==> src/rtl/spi_target_rx.sv <==
// SPI mode-0 target receiver: oversamples sclk/cs_n/mosi in the clk domain and
// deserialises MSB-first frames, pulsing rx_valid on good frames and frame_err on bad ones.
module spi_target_rx #(
    parameter int DATA_WIDTH  = 16,
    parameter int SYNC_STAGES = 2
) (
    input  logic                  clk,
    input  logic                  rst,
    input  logic                  sclk,
    input  logic                  cs_n,
    input  logic                  mosi,
    output logic [DATA_WIDTH-1:0] rx_data,
    output logic                  rx_valid,
    output logic                  frame_err,
    output logic                  busy
);

    localparam int CNT_W = $clog2(DATA_WIDTH + 1);
    localparam logic [CNT_W-1:0] LAST_BIT = CNT_W'(DATA_WIDTH - 1);

    typedef enum logic [1:0] {
        IDLE   = 2'd0,
        ACTIVE = 2'd1,
        FULL   = 2'd2
    } state_t;

    state_t state, state_next;

    logic [SYNC_STAGES-1:0] sclk_sync, cs_sync, mosi_sync;
    logic                   sclk_d, cs_d;
    logic                   sclk_s, cs_s, mosi_s;
    logic                   sclk_rise_q, cs_rise_q, cs_fall_q, mosi_q;
    logic                   armed, overrun;
    logic [CNT_W-1:0]       bit_cnt;
    logic [DATA_WIDTH-1:0]  shreg;

    logic valid_set, err_set, shift_en, cnt_clr, ovr_set;

    assign sclk_s = sclk_sync[SYNC_STAGES-1];
    assign cs_s   = cs_sync[SYNC_STAGES-1];
    assign mosi_s = mosi_sync[SYNC_STAGES-1];
    assign busy   = (state != IDLE);

    // All three pins share the same pipeline depth, and the edge strobes are
    // registered together with mosi so data and clock edges stay aligned.
    always_ff @(posedge clk) begin
        if (rst) begin
            sclk_sync   <= '0;
            cs_sync     <= '0;
            mosi_sync   <= '0;
            sclk_d      <= 1'b0;
            cs_d        <= 1'b0;
            sclk_rise_q <= 1'b0;
            cs_rise_q   <= 1'b0;
            cs_fall_q   <= 1'b0;
            mosi_q      <= 1'b0;
            armed       <= 1'b0;
        end else begin
            sclk_sync   <= {sclk_sync[SYNC_STAGES-2:0], sclk};
            cs_sync     <= {cs_sync[SYNC_STAGES-2:0], cs_n};
            mosi_sync   <= {mosi_sync[SYNC_STAGES-2:0], mosi};
            sclk_d      <= sclk_s;
            cs_d        <= cs_s;
            sclk_rise_q <= sclk_s & ~sclk_d;
            cs_rise_q   <= cs_s & ~cs_d;
            cs_fall_q   <= ~cs_s & cs_d;
            mosi_q      <= mosi_s;
            if (cs_s) armed <= 1'b1;
        end
    end

    always_ff @(posedge clk) begin
        if (rst) state <= IDLE;
        else     state <= state_next;
    end

    // cs_rise is tested before sclk_rise so a coincident clock edge is discarded.
    always_comb begin
        state_next = state;
        valid_set  = 1'b0;
        err_set    = 1'b0;
        shift_en   = 1'b0;
        cnt_clr    = 1'b0;
        ovr_set    = 1'b0;
        case (state)
            IDLE: begin
                if (cs_fall_q && armed) begin
                    state_next = ACTIVE;
                    cnt_clr    = 1'b1;
                end
            end
            ACTIVE: begin
                if (cs_rise_q) begin
                    state_next = IDLE;
                    err_set    = (bit_cnt != '0);
                end else if (sclk_rise_q) begin
                    shift_en = 1'b1;
                    if (bit_cnt == LAST_BIT) state_next = FULL;
                end
            end
            FULL: begin
                if (cs_rise_q) begin
                    state_next = IDLE;
                    err_set    = overrun;
                    valid_set  = ~overrun;
                end else if (sclk_rise_q) begin
                    ovr_set = 1'b1;
                end
            end
            default: state_next = IDLE;
        endcase
    end

    always_ff @(posedge clk) begin
        if (rst) begin
            rx_data   <= '0;
            rx_valid  <= 1'b0;
            frame_err <= 1'b0;
            bit_cnt   <= '0;
            shreg     <= '0;
            overrun   <= 1'b0;
        end else begin
            rx_valid  <= valid_set;
            frame_err <= err_set;
            if (valid_set) rx_data <= shreg;
            if (cnt_clr) begin
                bit_cnt <= '0;
                overrun <= 1'b0;
            end else if (shift_en) begin
                shreg   <= {shreg[DATA_WIDTH-2:0], mosi_q};
                bit_cnt <= bit_cnt + 1'b1;
            end
            if (ovr_set) overrun <= 1'b1;
        end
    end

endmodule

==> config.mk <==
export PLATFORM = sky130hd
export DESIGN_NAME = spi_target_rx
export DESIGN_NICKNAME = d
export VERILOG_FILES = /design/src/rtl/spi_target_rx.sv
export SDC_FILE = /design/constraint.sdc
export NUM_CORES = 1
export LEC_CHECK = 0
export ABC_AREA = 1
export CAP_MARGIN = 15
export CORE_AREA = 8 8 98 109
export DETAILED_ROUTE_END_ITERATION = 6
export DIE_AREA = 0 0 106 117
export MAX_ROUTING_LAYER = met4
export PLACE_DENSITY_LB_ADDON = 0.05
export SLEW_MARGIN = 25
export SYNTH_ARGS = -nofsm -noshare
export SYNTH_HDL_FRONTEND = slang
export SYNTH_SLANG_ARGS = --single-unit
==> constraint.sdc <==
create_clock -name clk -period 1.8 [get_ports clk]
set_input_delay 0.27 -clock clk [delete_from_list [all_inputs] [get_ports clk]]
set_output_delay 0.27 -clock clk [all_outputs]
set_load 0.1 [all_outputs]
==> results.py, run 1 <==
metrics = {
    "status": {
        "status": "finished, final reports clean",
    },
    "power": {
        "pwr-share-clk_pct": 34.5,
        "switching_share_pct": 28.0,
        "p_sw_w": 0.000714,
        "p_comb_share_pct": 15.3,
        "vdd_drop_max_v": 0.000375,
        "p_int_w": 0.00184,
        "power_density_nw_per_um2": 988,
        "total_power_w": 0.00255,
        "power.leakage_nw": 1.13,
        "seqPwrFrac_pct": 50.2,
    },
    "final_layout": {
        "stdcell_count": 430,
        "diodes": 0,
        "final_cell_mix": "nor2_1, dfxtp_1, nand2_1, inv_1, buf_4",
        "final_nets": 323,
        "layout_commonest_cell": "nor2_1",
        "synthToLayoutAreaGrowth_pct": 20.1,
        "drive_gt1_share_pct": 11.5,
    },
    "sta": {
        "final_hold_viol_count": 0,
        "setup_ws_ps": 227,
        "setup_viol": 0,
        "fmax_mhz": 636,
        "slew_headroom_pct": 73.2,
        "setup_tns_ps": 0,
        "skew_ps": 7.60,
        "period_share_pct": 87.4,
        "final-max-slew-violation-count": 0,
        "finalCriticalPeriod_ps": 1570,
        "rsz0062_at_grt": "no",
        "tightestPinTransition_ps": 401,
    },
    "worst_setup_path": {
        "crit_required_ps": 1530,
        "cp_max_fo": 3,
        "crit_type": "reg -> out",
        "crit_chain": "inv_1 -> ha_1 -> inv_1 -> buf_12",
        "path_common_cell": "inv_1",
        "startpoint_type": "flip-flop",
        "slowest_delay_ps": 380,
        "r2r_cells": 8,
        "cpMaxStageDelayCell": "dfxtp_1",
        "worstSetupEndpointType": "primary output",
        "regToRegSetupSlack_ps": 260,
        "r2r_end": "shreg[5]$_SDFFE_PP0P_",
        "arrival_ps": 1300,
        "worst-path-buf-inv": 3,
        "crit_family": "buffers and inverters",
        "r2r-start": "state[0]$_SDFFE_PP0P_",
    },
    "cts": {
        "path_clk_slew_ps": 100,
        "hold_buffers": 0,
        "cts_root_buf": "clkbuf_8",
        "cts.sinks": 55,
        "htreeDepth": 2,
        "numCtsBuffers": 5,
        "clock_latency_ps": 310,
        "cts_resized": 0,
        "cts_buffer_depth": 2,
        "cts_tree": "yes",
        "post_cts_buffers": 0,
    },
    "grt": {
        "overflow": 0,
        "grt_max_degree": 36,
        "grt_pass1_wl_mm": 7.63,
        "grt_use_total_pct": 7.76,
        "grt_pass1_vias": 1660,
        "grt_antenna_before_repair": 0,
    },
    "place": {
        "dp_cells": 422,
        "hpwl_mm": 2.88,
        "numPortBuffers": 23,
        "place.gp.congestion": 0.790,
        "place_ws_ps": 246,
    },
    "yosys": {
        "synth.distinct_cells": 22,
        "yosys_warnings": 0,
        "syn_area_um2": 2150,
        "syn_nets": 299,
        "ys_ff_latch": 55,
        "avgSynthCellArea_um2": 7.47,
        "syn_inst": 288,
        "yosysSeqAreaShare_pct": 51.2,
    },
    "floorplanning": {
        "die_x_um": 106,
        "rows": 37,
        "core_area_um2": 9030,
        "dieArea_um2": 12400,
        "die_h_um": 117,
        "ios": 24,
        "start_util_pct": 23.8,
    },
    "route": {
        "totalWireLength_mm": 4.38,
        "final_antenna_net_count": 0,
        "via_per_inst": 3.83,
        "wl_per_cell_um": 10.2,
        "drcViolationCount": 0,
        "first_pass_iters": 4,
        "drtIter0Drc": 80,
        "vias": 1645,
    },
    "hold_path": {
        "worstHoldPathCells": 1,
        "min_path_type": "reg -> reg",
        "min_to": "sclk_rise_q$_SDFF_PP0_",
        "min_from": "sclk_d$_SDFF_PP0_",
    },
    "job": {
        "cap_violations": 0,
    },
}
[cell usage after synthesis]
| library cell | number | share of area (%) |
|---|---|---|
| inv_4 | 1 | 0.29 |
| inv_2 | 2 | 0.35 |
| nand3_1 | 6 | 1.4 |
| o21ai_0 | 19 | 4.4 |
| buf_6 | 1 | 0.52 |
| buf_2 | 2 | 0.47 |
| nand2_1 | 50 | 8.7 |
| nor2_8 | 1 | 0.93 |
| inv_1 | 40 | 7.0 |
| dfxtp_1 | 55 | 51 |
| o22ai_1 | 1 | 0.29 |
| o211ai_1 | 1 | 0.35 |
| nand3_4 | 1 | 0.81 |
| buf_8 | 2 | 1.4 |
| nor2_1 | 86 | 15 |
| a21oi_1 | 4 | 0.93 |
| nor3_1 | 4 | 0.93 |
| nand4_1 | 1 | 0.29 |
| clkbuf_1 | 3 | 0.52 |
| ha_1 | 6 | 3.5 |
| nor2_4 | 1 | 0.52 |
| buf_1 | 1 | 0.17 |
[state kept, by name, summed over array words and instances (netlist names), 2 cells and up]
name and flops:
sclk_sync 2, cs_sync 2, mosi_sync 2, rx_data 16, bit_cnt 5, state 2, shreg 16
[worst register-to-register path, cell delays in order (launching register included)]
cell and delay [ps]:
dfxtp_1 380, inv_1 80, ha_1 230, nand3_1 100, inv_1 110, nor2_8 340
nand2_1 110, nand2_1 80, nor2_1 40
[how the worst max path moves through the flow]
| stage | to | slack (ps) | cells past startpoint | startpoint |
|---|---|---|---|---|
| 4_1_cts | busy | 200 | 4 | state[0]$_SDFFE_PP0P_ |
| 3_3_place_gp | shreg[9]$_SDFFE_PP0P_ | 230 | 8 | state[0]$_SDFFE_PP0P_ |
| 5_1_grt | shreg[5]$_SDFFE_PP0P_ | 70 | 8 | state[0]$_SDFFE_PP0P_ |
| 3_5_place_dp | shreg[5]$_SDFFE_PP0P_ | 250 | 8 | state[0]$_SDFFE_PP0P_ |
| 6_report | busy | 230 | 4 | state[0]$_SDFFE_PP0P_ |
| 2_1_floorplan | state[0]$_SDFFE_PP0P_ | 220 | 6 | state[0]$_SDFFE_PP0P_ |
[cell families after synthesis]
logic type	count (synthesis)	share of synthesized area, %
AO/OA/AOI/OAI	25	5.99
adder cells (fa/ha/maj)	6	3.49
buffers and inverters	52	10.7
flip-flops	55	51.2
AND/OR/NAND/NOR	150	28.6
[area by class of cell]
cell class | count | area (um^2)
Multi-Input combinational cell | 181 | 820
Sequential cell | 55 | 1100
Clock inverter | 2 | 38.8
Clock buffer | 6 | 82.6
Inverter | 43 | 164
Tap cell | 117 | 146
Fill cell | 1012 | 6440
Timing Repair Buffer | 26 | 230
[routing by layer]
layer / share of wire, % / up-vias / track usage [%]
met3: 2.9 / 8 / 2.08
met4: 1.8 / 0 / 3.76
met2: 44 / 19 / 11.9
met5: 0 / - / -
li1: - / 912 / -
met1: 51 / 706 / 9.31
[stage by stage]
| stage | hold WS (ps) | area, um^2 | utilization, % |
|---|---|---|---|
| 2_1_floorplan | 341 | 2150 | - |
| 3_3_place_gp | 380 | 2460 | 27.3 |
| 3_5_place_dp | 384 | 2460 | 27.3 |
| 4_1_cts | 400 | 2580 | 28.6 |
| 5_1_grt | 422 | 2580 | 28.6 |
| 6_report | 398 | 2580 | 28.6 |
[power by group through the flow]
| stage | Sequential [W] | Clock (W) | Combinational [W] |
|---|---|---|---|
| finish | 0.00128 | 0.000880 | 0.000390 |
| global route | 0.00129 | 0.000976 | 0.000435 |
| CTS | 0.00128 | 0.000933 | 0.000397 |
| global placement | 0.00131 | 0 | 0.000401 |
| floorplan | 0.00138 | 0 | 0.000219 |
| detailed placement | 0.00131 | 0 | 0.000396 |
(Power assumes the default switching activity.)
==> inputs of run 2 (changes only) <==
--- a/config.mk
+++ b/config.mk
@@ -8,6 +8,7 @@
 export ABC_AREA = 1
 export CAP_MARGIN = 15
 export CORE_AREA = 8 8 98 109
+export CTS_BUF_LIST = sky130_fd_sc_hd__clkbuf_4 sky130_fd_sc_hd__clkbuf_8
 export DETAILED_ROUTE_END_ITERATION = 6
 export DIE_AREA = 0 0 106 117
 export MAX_ROUTING_LAYER = met4
==> constraint.sdc (replaced) <==
create_clock -name clk -period 1.99 [get_ports clk]
set_input_delay 0.2985 -clock clk [delete_from_list [all_inputs] [get_ports clk]]
set_output_delay 0.2985 -clock clk [all_outputs]
set_load 0.1 [all_outputs]
==> results.py, run 2 (synthesis gave the netlist of run 1 again) <==
metrics = {
    "floorplanning": {
        "core_area_um2": 9030,
        "die_x_um": 106,
        "start_util_pct": 23.8,
        "dieArea_um2": 12400,
        "die_h_um": 117,
        "rows": 37,
        "ios": 24,
    },
    "cts": {
        "htreeDepth": 2,
        "cts_resized": 0,
        "cts_tree": "yes",
        "cts.sinks": 55,
        "clock_latency_ps": 310,
        "post_cts_buffers": 0,
        "numCtsBuffers": 5,
        "cts_root_buf": "clkbuf_8",
        "hold_buffers": 0,
        "cts_buffer_depth": 2,
        "path_clk_slew_ps": 100,
    },
    "route": {
        "drcViolationCount": 0,
        "via_per_inst": 3.80,
        "vias": 1632,
        "first_pass_iters": 4,
        "wl_per_cell_um": 9.99,
        "final_antenna_net_count": 0,
        "totalWireLength_mm": 4.30,
        "drtIter0Drc": 55,
    },
    "worst_setup_path": {
        "crit_chain": "inv_1 -> ha_1 -> inv_1 -> buf_12",
        "slowest_delay_ps": 380,
        "worstSetupEndpointType": "primary output",
        "crit_type": "reg -> out",
        "crit_required_ps": 1690,
        "startpoint_type": "flip-flop",
        "arrival_ps": 1310,
        "cpMaxStageDelayCell": "dfxtp_1",
        "path_common_cell": "inv_1",
        "cp_max_fo": 3,
    },
    "sta": {
        "tightestPinTransition_ps": 398,
        "rsz0062_at_grt": "no",
        "period_share_pct": 80.8,
        "setup_viol": 0,
        "finalCriticalPeriod_ps": 1610,
        "fmax_mhz": 622,
        "setup_tns_ps": 0,
        "slew_headroom_pct": 73.5,
        "final_hold_viol_count": 0,
        "setup_ws_ps": 382,
        "final-max-slew-violation-count": 0,
        "skew_ps": 8.38,
    },
    "final_layout": {
        "final_nets": 323,
        "synthToLayoutAreaGrowth_pct": 18.6,
        "final_cell_mix": "nor2_1, dfxtp_1, nand2_1, inv_1, buf_4",
        "largest_registers": "rx_data x16, shreg x16, bit_cnt x5",
        "drive_gt1_share_pct": 11.5,
        "stdcell_count": 430,
        "diodes": 0,
        "layout_commonest_cell": "nor2_1",
    },
    "job": {
        "cap_violations": 0,
    },
    "power": {
        "power_density_nw_per_um2": 839,
        "p_sw_w": 0.000631,
        "seqPwrFrac_pct": 54.1,
        "p_int_w": 0.00151,
        "switching_share_pct": 29.5,
        "total_power_w": 0.00214,
        "pwr-share-clk_pct": 29.3,
        "p_comb_share_pct": 16.6,
        "power.leakage_nw": 1.12,
        "vdd_drop_max_v": 0.000313,
    },
    "place": {
        "place.gp.congestion": 0.795,
        "hpwl_mm": 2.86,
        "numPortBuffers": 23,
        "place_ws_ps": 415,
        "dp_cells": 422,
    },
    "status": {
        "status": "finished, final reports clean",
    },
    "grt": {
        "grt_pass1_vias": 1675,
        "overflow": 0,
        "grt_antenna_before_repair": 0,
        "grt_max_degree": 34,
        "grt_pass1_wl_mm": 7.64,
        "grt_use_total_pct": 7.87,
    },
    "hold_path": {
        "min_path_type": "reg -> reg",
    },
}
==> run 2: changes by cell type in the layout (fill, tap and decap cells not counted), sizes merged <==
cell / previous run / this run
clkinvlp: 0 / 1
clkinv: 0 / 1
bufinv: 1 / 0
inv: 44 / 43
==> run 2: power by group through the flow <==
stage,Clock [W],Combinational [W],Sequential (W)
after global placement,0,0.000364,0.00118
after floorplan,0,0.000198,0.00124
after CTS,0.000674,0.000361,0.00116
final,0.000627,0.000354,0.00116
after detailed placement,0,0.000360,0.00118
after global routing,0.000718,0.000392,0.00116
==> run 2: cell type report <==
| cell class | count | area [um^2] |
|---|---|---|
| tap | 117 | 146 |
| timing repair buffer | 26 | 230 |
| sequential | 55 | 1100 |
| inverter | 43 | 164 |
| fill | 1004 | 6480 |
| clock buffer | 6 | 76.3 |
| multi-input combinational | 181 | 820 |
| clock inverter | 2 | 12.5 |
==> run 2: final timing paths <==
check             slack (ps)  cells after the start                      to                  start
setup reg to reg         440                      8  shreg[15]$_SDFFE_PP0P_  state[0]$_SDFFE_PP0P_
hold / removal           390                      1  sclk_rise_q$_SDFF_PP0_      sclk_d$_SDFF_PP0_
setup / recovery         380                      4                    busy  state[0]$_SDFFE_PP0P_
hold reg to reg          390                      1  sclk_rise_q$_SDFF_PP0_      sclk_d$_SDFF_PP0_
==> run 2: critical path, delay by kind of cell, from the launching register on <==
family	cells	cell delay, ps
adder cells (fa/ha/maj)	1	240
buffers and inverters	3	400
flip-flops	1	380
==> run 2: stage by stage <==
| step | util (%) | hold slack [ps] | instance area [um^2] |
|---|---|---|---|
| after floorplan | - | 370 | 2150 |
| after global placement | 27.3 | 382 | 2460 |
| after detailed placement | 27.3 | 391 | 2460 |
| after CTS | 28.2 | 408 | 2550 |
| after global routing | 28.2 | 430 | 2550 |
| final | 28.2 | 393 | 2550 |
==> run 2: per-layer routing <==
metal	wire (um)	GRT usage [%]	part of all wire, %
met1	2210	9.26	51
met2	1880	12.5	44
met3	133	2.25	3.1
met4	76	3.10	1.8
met5	0	-	0
